File: config.mk
export PLATFORM = sky130hd
export DESIGN_NAME = cmd_sender
export DESIGN_NICKNAME = d
export VERILOG_FILES = /design/src/rtl/cmd_sender.sv
export SDC_FILE = /design/constraint.sdc
export NUM_CORES = 1
export LEC_CHECK = 0
export BUFFER_PORTS_ARGS = -buffer_cell sky130_fd_sc_hd__clkbuf_2
export CAP_MARGIN = 20
export CORE_MARGIN = 3
export CORE_UTILIZATION = 60
export DETAILED_ROUTE_END_ITERATION = 8
export PLACE_DENSITY = 0.76
export SYNTH_ARGS = -nofsm -noshare
export SYNTH_HDL_FRONTEND = slang
export SYNTH_SLANG_ARGS = --single-unit
File: constraint.sdc
create_clock -name clk -period 2.7 [get_ports clk]
set_input_delay 0.27 -clock clk [delete_from_list [all_inputs] [get_ports clk]]
set_output_delay 0.27 -clock clk [all_outputs]
set_load 0.03 [all_outputs]
File: src/rtl/cmd_sender.sv
// Command-link transmitter: go/stop requests become command bytes sent as 8N1 UART frames.
// Optional build macro STOP_PREEMPT_EN lets a STOP overwrite a pending GO instead of dropping.
module cmd_sender #(
  parameter int unsigned BAUD_DIV = 2604,
  parameter int unsigned CNT_W    = 16
) (
  input  logic       clk,
  input  logic       rst_n,
  input  logic       send_go,
  input  logic       send_stop,
  input  logic [5:0] dest_ID,
  output logic       TX,
  output logic       rdy,
  output logic       tx_busy,
  output logic       tx_done,
  output logic       cmd_drop
);

  typedef enum logic [1:0] {IDLE, START, DATA, STOP} state_e;

  localparam logic [CNT_W-1:0] BAUD_LAST = CNT_W'(BAUD_DIV - 1);

  state_e           state_q, state_d;
  logic             pendValid_q, pendValid_d;
  logic [7:0]       pendByte_q, pendByte_d;
  logic [7:0]       shift_q, shift_d;
  logic [CNT_W-1:0] baudCnt_q, baudCnt_d;
  logic [2:0]       bitCnt_q, bitCnt_d;
  logic             cmdDrop_q, cmdDrop_d;

  logic             bitEnd;
  logic             reqValid;
  logic [7:0]       reqByte;
  logic             slotFree;

  assign bitEnd   = (baudCnt_q == BAUD_LAST);
  assign reqValid = send_go | send_stop;
  assign reqByte  = send_stop ? 8'h00 : {2'b01, dest_ID};

  always_ff @(posedge clk or negedge rst_n) begin
    if (!rst_n) begin
      state_q     <= IDLE;
      pendValid_q <= 1'b0;
      pendByte_q  <= 8'h00;
      shift_q     <= 8'h00;
      baudCnt_q   <= '0;
      bitCnt_q    <= 3'd0;
      cmdDrop_q   <= 1'b0;
    end else begin
      state_q     <= state_d;
      pendValid_q <= pendValid_d;
      pendByte_q  <= pendByte_d;
      shift_q     <= shift_d;
      baudCnt_q   <= baudCnt_d;
      bitCnt_q    <= bitCnt_d;
      cmdDrop_q   <= cmdDrop_d;
    end
  end

  always_comb begin
    state_d     = state_q;
    pendValid_d = pendValid_q;
    pendByte_d  = pendByte_q;
    shift_d     = shift_q;
    baudCnt_d   = baudCnt_q;
    bitCnt_d    = bitCnt_q;
    cmdDrop_d   = 1'b0;
    slotFree    = !pendValid_q;

    if (state_q != IDLE) begin
      baudCnt_d = bitEnd ? '0 : baudCnt_q + 1'b1;
    end

    unique case (state_q)
      IDLE: begin
        if (pendValid_q) begin
          shift_d     = pendByte_q;
          pendValid_d = 1'b0;
          baudCnt_d   = '0;
          state_d     = START;
          slotFree    = 1'b1;
        end
      end
      START: begin
        if (bitEnd) begin
          bitCnt_d = 3'd0;
          state_d  = DATA;
        end
      end
      DATA: begin
        if (bitEnd) begin
          shift_d  = shift_q >> 1;
          bitCnt_d = bitCnt_q + 3'd1;
          if (bitCnt_q == 3'd7) begin
            state_d = STOP;
          end
        end
      end
      STOP: begin
        if (bitEnd) begin
          state_d = IDLE;
        end
      end
      default: state_d = IDLE;
    endcase

    // Capture runs after the FSM so a request can refill the slot on the load edge.
    if (reqValid) begin
      if (slotFree) begin
        pendValid_d = 1'b1;
        pendByte_d  = reqByte;
      end else begin
`ifdef STOP_PREEMPT_EN
        if (send_stop && (pendByte_q[7:6] == 2'b01)) begin
          pendByte_d = 8'h00;
        end else begin
          cmdDrop_d = 1'b1;
        end
`else
        cmdDrop_d = 1'b1;
`endif
      end
    end
  end

  always_comb begin
    TX = 1'b1;
    unique case (state_q)
      START:   TX = 1'b0;
      DATA:    TX = shift_q[0];
      default: TX = 1'b1;
    endcase
  end

  assign rdy      = !pendValid_q;
  assign tx_busy  = (state_q != IDLE);
  assign tx_done  = (state_q == STOP) && bitEnd;
  assign cmd_drop = cmdDrop_q;

endmodule

==> out/metrics.cfg, run 1 <==
[status]
status=finished, final reports clean

[floorplanning]
start_util_pct=66.2
io_pins=15
die_h_um=65.4
die_x_um=65.4
row_count=20
die_area_um2=4280
coreArea_um2=3200

[global_route]
grt_max_degree=38
grt_usage_pct=23.8
grt_antenna_before_repair=0
grt_pass1_vias=1673
grt-ovfl-total=0
grt_pass1_wl_mm=7.85

[synthesis]
synth_top_family_by_area=simple AND/OR/NAND/NOR gates
synth-seq-cells=37
synth_most_common_cell=dfrtp_1
syn-instance-count=226
synth-xor-area-share_pct=0
post_synth_num_cell_types=42
synth_edf_count=0
seq_area_frac_synth_pct=43.7
synth-compound-area-share_pct=19.5
yosysTopAreaCell=dfrtp_1
ys_warn_count=0
syn_avg_cell_area_um2=9.38
synth.top_cell.area_share_pct=43.7
synth_nets=243
synth.top_cells.by_count=37 x dfrtp_1, 17 x a21oi_1, 17 x nand2_1, 15 x a31oi_1, 15 x inv_1
synthFlopType=dfrtp_1
synth_area_um2=2120
synthArstFlopShare_pct=100
synthAdderAreaFrac_pct=4.13
synth.mux.area_fraction_pct=6.38
ys_top_cells_by_area=dfrtp_1 44%, a31oi_1 4.4%, mux2i_1 4.3%
synthSimpleGateAreaFrac_pct=20.1

[route]
vias=1722
drt_pass1_iterations=4
post_drt_wl_per_cell_um=15.4
ant_nets=0
drcViolationCount=0
drt-initial-drc-count=115
via_per_inst=6.08
wirelength_mm=4.35

[worst_setup_path]
crit_chain=nor4b_1, and4_4, and2_1, clkbuf_2
reg2reg_depth=4
crit_path_top_delay_cell=nor4b_1
start_kind=register
cp_top_family=simple AND/OR/NAND/NOR gates
required_ns=2.43
path_max_fanout=14
crit_path_end_kind=output pin
cpPeakStageDelay_ns=0.53
crit_type=register to output pin
path_depth=4
worstPathArrival_ns=2.19
path_buf_inv=1

[final_layout]
fillerInstances=286
area_growth_pct=7.26
antenna_cells=0
drive_gt1_share_pct=15.5
design_area_um2=2270
nNetsFinal=256

[timing]
period_share_pct=91.0
finalHoldViolations=0
setup_viol=0
finalCriticalPeriod_ns=2.46
skew_ns=0.00963
rsz0062_at_grt=false
worst_pin_slew_ns=0.926
tns_ns=0
drv_slew=0
fmax_mhz=407
relSlewSlack_pct=38.3

[clock_network]
clk_path_buf_depth=2
insertion_delay_ns=0.35
cts_buffers=5
clk_pin_slew_worst_paths_ns=0.11
htreeDepth=2
cts_tree=done
cts_root_buf=clkbuf_4
clock-sinks=37

[place]
hpwl_mm=3.10
io_buffers=14
dpl_cell_area_um2=2210
gp_congestion=0.880

[hold_path]
hold_class=primary input to async pin

[pwr]
vdd_drop_max_mv=0.330
p_leak_uw=0.00106
power.density_nw_per_um2=400

[flow_run]
max_cap_viol_count=0

## final cells by class
type	instances	area, µm²	area share, %
inverter	15	56.3	2.48
timing repair buffer	20	113	4.95
tap	44	55.1	2.42
multi-input combinational	160	1070	47.0
sequential	37	926	40.7
clock buffer	7	55.1	2.42
## stage by stage
step / setup slack, ns / utilization, % / hold slack [ns] / std cells / total power [µW]
6_report: 0.243 / 71.0 / 0.0330 / 283 / 910
3_5_place_dp: 0.488 / 68.9 / 0.441 / 275 / 616
5_1_grt: 0.114 / 71.0 / 0.0976 / 283 / 948
2_1_floorplan: 0.724 / - / -0.0256 / 226 / 592
3_3_place_gp: 0.575 / 68.9 / 0.435 / 275 / 613
4_1_cts: 0.188 / 70.6 / 0.0535 / 282 / 913
## state kept, by name, summed over array words and instances, names as in the netlist
name / cells
baudCnt_q: 16
pendByte_q: 7
shift_q: 7
bitCnt_q: 3
state_q: 2
cmd_drop: 1
pendValid_q: 1
## power breakdown
part | switching [µW] | total [µW] | internal [µW]
Sequential | 5.52 | 569 | 563
Combinational | 22.8 | 35.5 | 12.7
Clock | 182 | 305 | 123
Total | 211 | 910 | 699
## layer usage
layer	GRT usage (%)	vias up	share of wire (%)
met5	0	-	0
met3	4.62	7	5.3
met1	33.6	811	47
met2	36.2	55	46
li1	-	849	-
met4	9.07	0	1.6
## cells in the final DEF, fill, tap and decap left out, types with 3 or more instances in the layout
cell / Yosys / layout
inv_1: 15 / 15
a41oi_1: 4 / 4
clkbuf_4: 0 / 5
dfrtp_1: 37 / 37
a31oi_1: 15 / 15
nand4_1: 3 / 3
clkbuf_2: 0 / 14
ha_1: 7 / 7
a21oi_1: 17 / 17
mux2i_1: 9 / 9
o21ai_0: 12 / 12
nor2_1: 13 / 13
mux2_2: 4 / 4
nand2b_1: 14 / 14
o22ai_1: 8 / 8
nand3_1: 4 / 4
a22o_1: 3 / 3
buf_4: 0 / 5
and3_1: 4 / 4
nand2_1: 17 / 17
## cell families (layout without fill, tap and decap cells)
family | count (synthesis) | count (layout)
DFF | 37 | 37
AOI/OAI and AO/OA | 66 | 66
and+or+nand+nor | 74 | 74
adders and majority gates | 7 | 7
muxes | 13 | 13
buffers and inverters | 29 | 42
## path summary, 6_finish.rpt
| kind | startpoint | end | slack (ns) |
|---|---|---|---|
| max in group asynchronous | rst_n | shift_q[3]$_DFFE_PN0P_ | 2.09 |
| worst max-delay path | baudCnt_q[7]$_DFF_PN0_ | tx_done | 0.24 |
| min in group clk | send_go | pendValid_q$_DFF_PN0_ | 0.14 |
| worst max register to register | baudCnt_q[7]$_DFF_PN0_ | state_q[1]$_DFFE_PN0P_ | 0.52 |
| worst min-delay path | rst_n | baudCnt_q[15]$_DFF_PN0_ | 0.03 |
| worst min register to register | pendByte_q[4]$_DFFE_PN0P_ | pendByte_q[4]$_DFFE_PN0P_ | 0.50 |
## repair_timing
item | in CTS | in global routing
setup endpoints to repair | 0 | 1
gates resized for setup | 0 | 1
hold buffers | 0 | 0
buffers inserted | 0 | 0
Note: power is estimated with default switching activity, not from simulation.
==> inputs of run 2 (changes only) <==
RECOVER_POWER = 100   (was unset)
==> run 2 against run 1 <==
Compared with the run above: non-clock buffer count did not move; first-iteration DRC count is 3.5% lower; critical path depth did not move; power shrank 0.35%; global-route usage unchanged; via count barely moved; hold slack gained 0.11 ns; sequential power hardly changed; sequential share of layout area rose by 0.38 points; largest power group unchanged; cell area decreased by 0.94%; the flow now finishes with violations (capacitance limit, slew limit); clock skew fell by 0.00050 ns.
==> out/metrics.cfg, run 2 (synthesized netlist as in run 1, its figures left out) <==
[route]
ant_nets=0
via_per_inst=6.09
drt_pass1_iterations=4
drt-initial-drc-count=111
vias=1723
wirelength_mm=4.33
drcViolationCount=0
post_drt_wl_per_cell_um=15.3

[timing]
fmax_mhz=411
setup_viol=0
drv_slew=38
relSlewSlack_pct=-31.7
finalHoldViolations=0
setup_ws_ns=0.265
skew_ns=0.00913
period_share_pct=90.2
finalCriticalPeriod_ns=2.44
rsz0062_at_grt=false
tns_ns=0
worst_pin_slew_ns=1.97

[clock_network]
clk_path_buf_depth=2
clk_pin_slew_worst_paths_ns=0.11
postCtsSetupBuffers=0
insertion_delay_ns=0.35
cts_tree=done
clock-sinks=37
htreeDepth=2
cts_root_buf=clkbuf_4
cts_buffers=5

[worst_setup_path]
crit_path_top_delay_cell=nor4b_1
required_ns=2.43
start_kind=register
crit_chain=nor4b_1, and4_4, and2_0, clkbuf_2
path_max_fanout=14
reg2reg_depth=8
rrSetupSlack_ns=0.44
reg2reg_to=shift_q[4]$_DFFE_PN0P_
crit_type=register to output pin
crit_path_end_kind=output pin
cpPeakStageDelay_ns=0.51
worstPathArrival_ns=2.17
r2r_start=state_q[0]$_DFFE_PN0P_

[hold_path]
hold-path-endpoint=pendValid_q$_DFF_PN0_
hold_class=primary input to register
hp-start=send_go
hold_depth=3

[global_route]
grt_max_degree=38
grt_pass1_vias=1673
grt_usage_pct=23.8
grt_pass1_wl_mm=7.85
grt-ovfl-total=0
grt_antenna_before_repair=0

[pwr]
internal_power_uw=698
power.density_nw_per_um2=402
p_total_uw=906
vdd_drop_max_mv=0.330
p_switching_uw=208
pwr-share-seq_pct=62.7
p_leak_uw=0.00103
clkPwrFrac_pct=33.4
comb_power_share_pct=3.9
netSwitchingFraction_pct=23.0

[final_layout]
nNetsFinal=256
design_area_um2=2250
final_util_pct=70.3
largest_reg_flops=16
antenna_cells=0
most-common-layout-cells=37 x dfrtp_1, 17 x nand2_1, 17 x a21oi_1
regMostFlops=baudCnt_q
top_regs=baudCnt_q (16), pendByte_q (7), shift_q (7)
layout_commonest_cell=dfrtp_1
drive_gt1_share_pct=11.7
area_growth_pct=6.26

[floorplanning]
die_h_um=65.4
row_count=20
die_area_um2=4280
io_pins=15
coreArea_um2=3200
start_util_pct=66.2
die_x_um=65.4

[place]
preCtsSetupSlack_ns=0.488
dpl_cell_area_um2=2210
gp_congestion=0.880
io_buffers=14
hpwl_mm=3.10

[status]
violations=capacitance limit, slew limit
status=finished, violations left

[flow_run]
max_cap_viol_count=1

-- run 2: cell type report --
cell class / instances / area, µm²
sequential: 37 / 926
fill: 296 / 951
timing repair buffer: 20 / 95.1
clock buffer: 7 / 55.1
tap: 44 / 55.1
inverter: 15 / 56.3
multi-input combinational: 160 / 1060
-- run 2: metrics by stage --
step,cells,hold slack [ns]
final,283,0.142
after global routing,283,0.143
after CTS,282,0.0535
after detailed placement,275,0.441
after global placement,275,0.435
after floorplan,226,-0.0256
-- run 2: power by group through the flow --
stage / combinational [µW] / sequential (µW) / clock, µW
after global placement: 34.4 / 579 / 0
after global routing: 42.1 / 570 / 335
after floorplan: 13.0 / 579 / 0
after detailed placement: 36.7 / 580 / 0
after CTS: 36.7 / 569 / 307
final: 35.0 / 569 / 303
-- run 2: worst max-delay path by stage --
stage	from	end	depth (start not counted)
2_1_floorplan	baudCnt_q[0]$_DFF_PN0_	tx_done	5
3_3_place_gp	baudCnt_q[0]$_DFF_PN0_	state_q[1]$_DFFE_PN0P_	5
3_5_place_dp	baudCnt_q[0]$_DFF_PN0_	state_q[1]$_DFFE_PN0P_	5
4_1_cts	baudCnt_q[0]$_DFF_PN0_	tx_done	5
5_1_grt	state_q[0]$_DFFE_PN0P_	TX	5
6_report	baudCnt_q[7]$_DFF_PN0_	tx_done	4
-- run 2: timing repair --
action / CTS / global route
hold buffers: 0 / 0
resized for setup: 0 / 1
endpoints found under the setup margin: 0 / 1
-- run 2: layer usage --
metal | GRT usage [%] | share of wire (%)
met1 | 33.6 | 46
met2 | 36.2 | 48
met3 | 4.62 | 5.4
met4 | 9.07 | 1.6
met5 | 0 | 0
-- run 2: critical path: cells and delay by family (launching register included) --
family	cells	cell delay (ns)
flip-flops	1	0.48
buffers and inverters	1	0.20
AND/OR/NAND/NOR	3	1.13
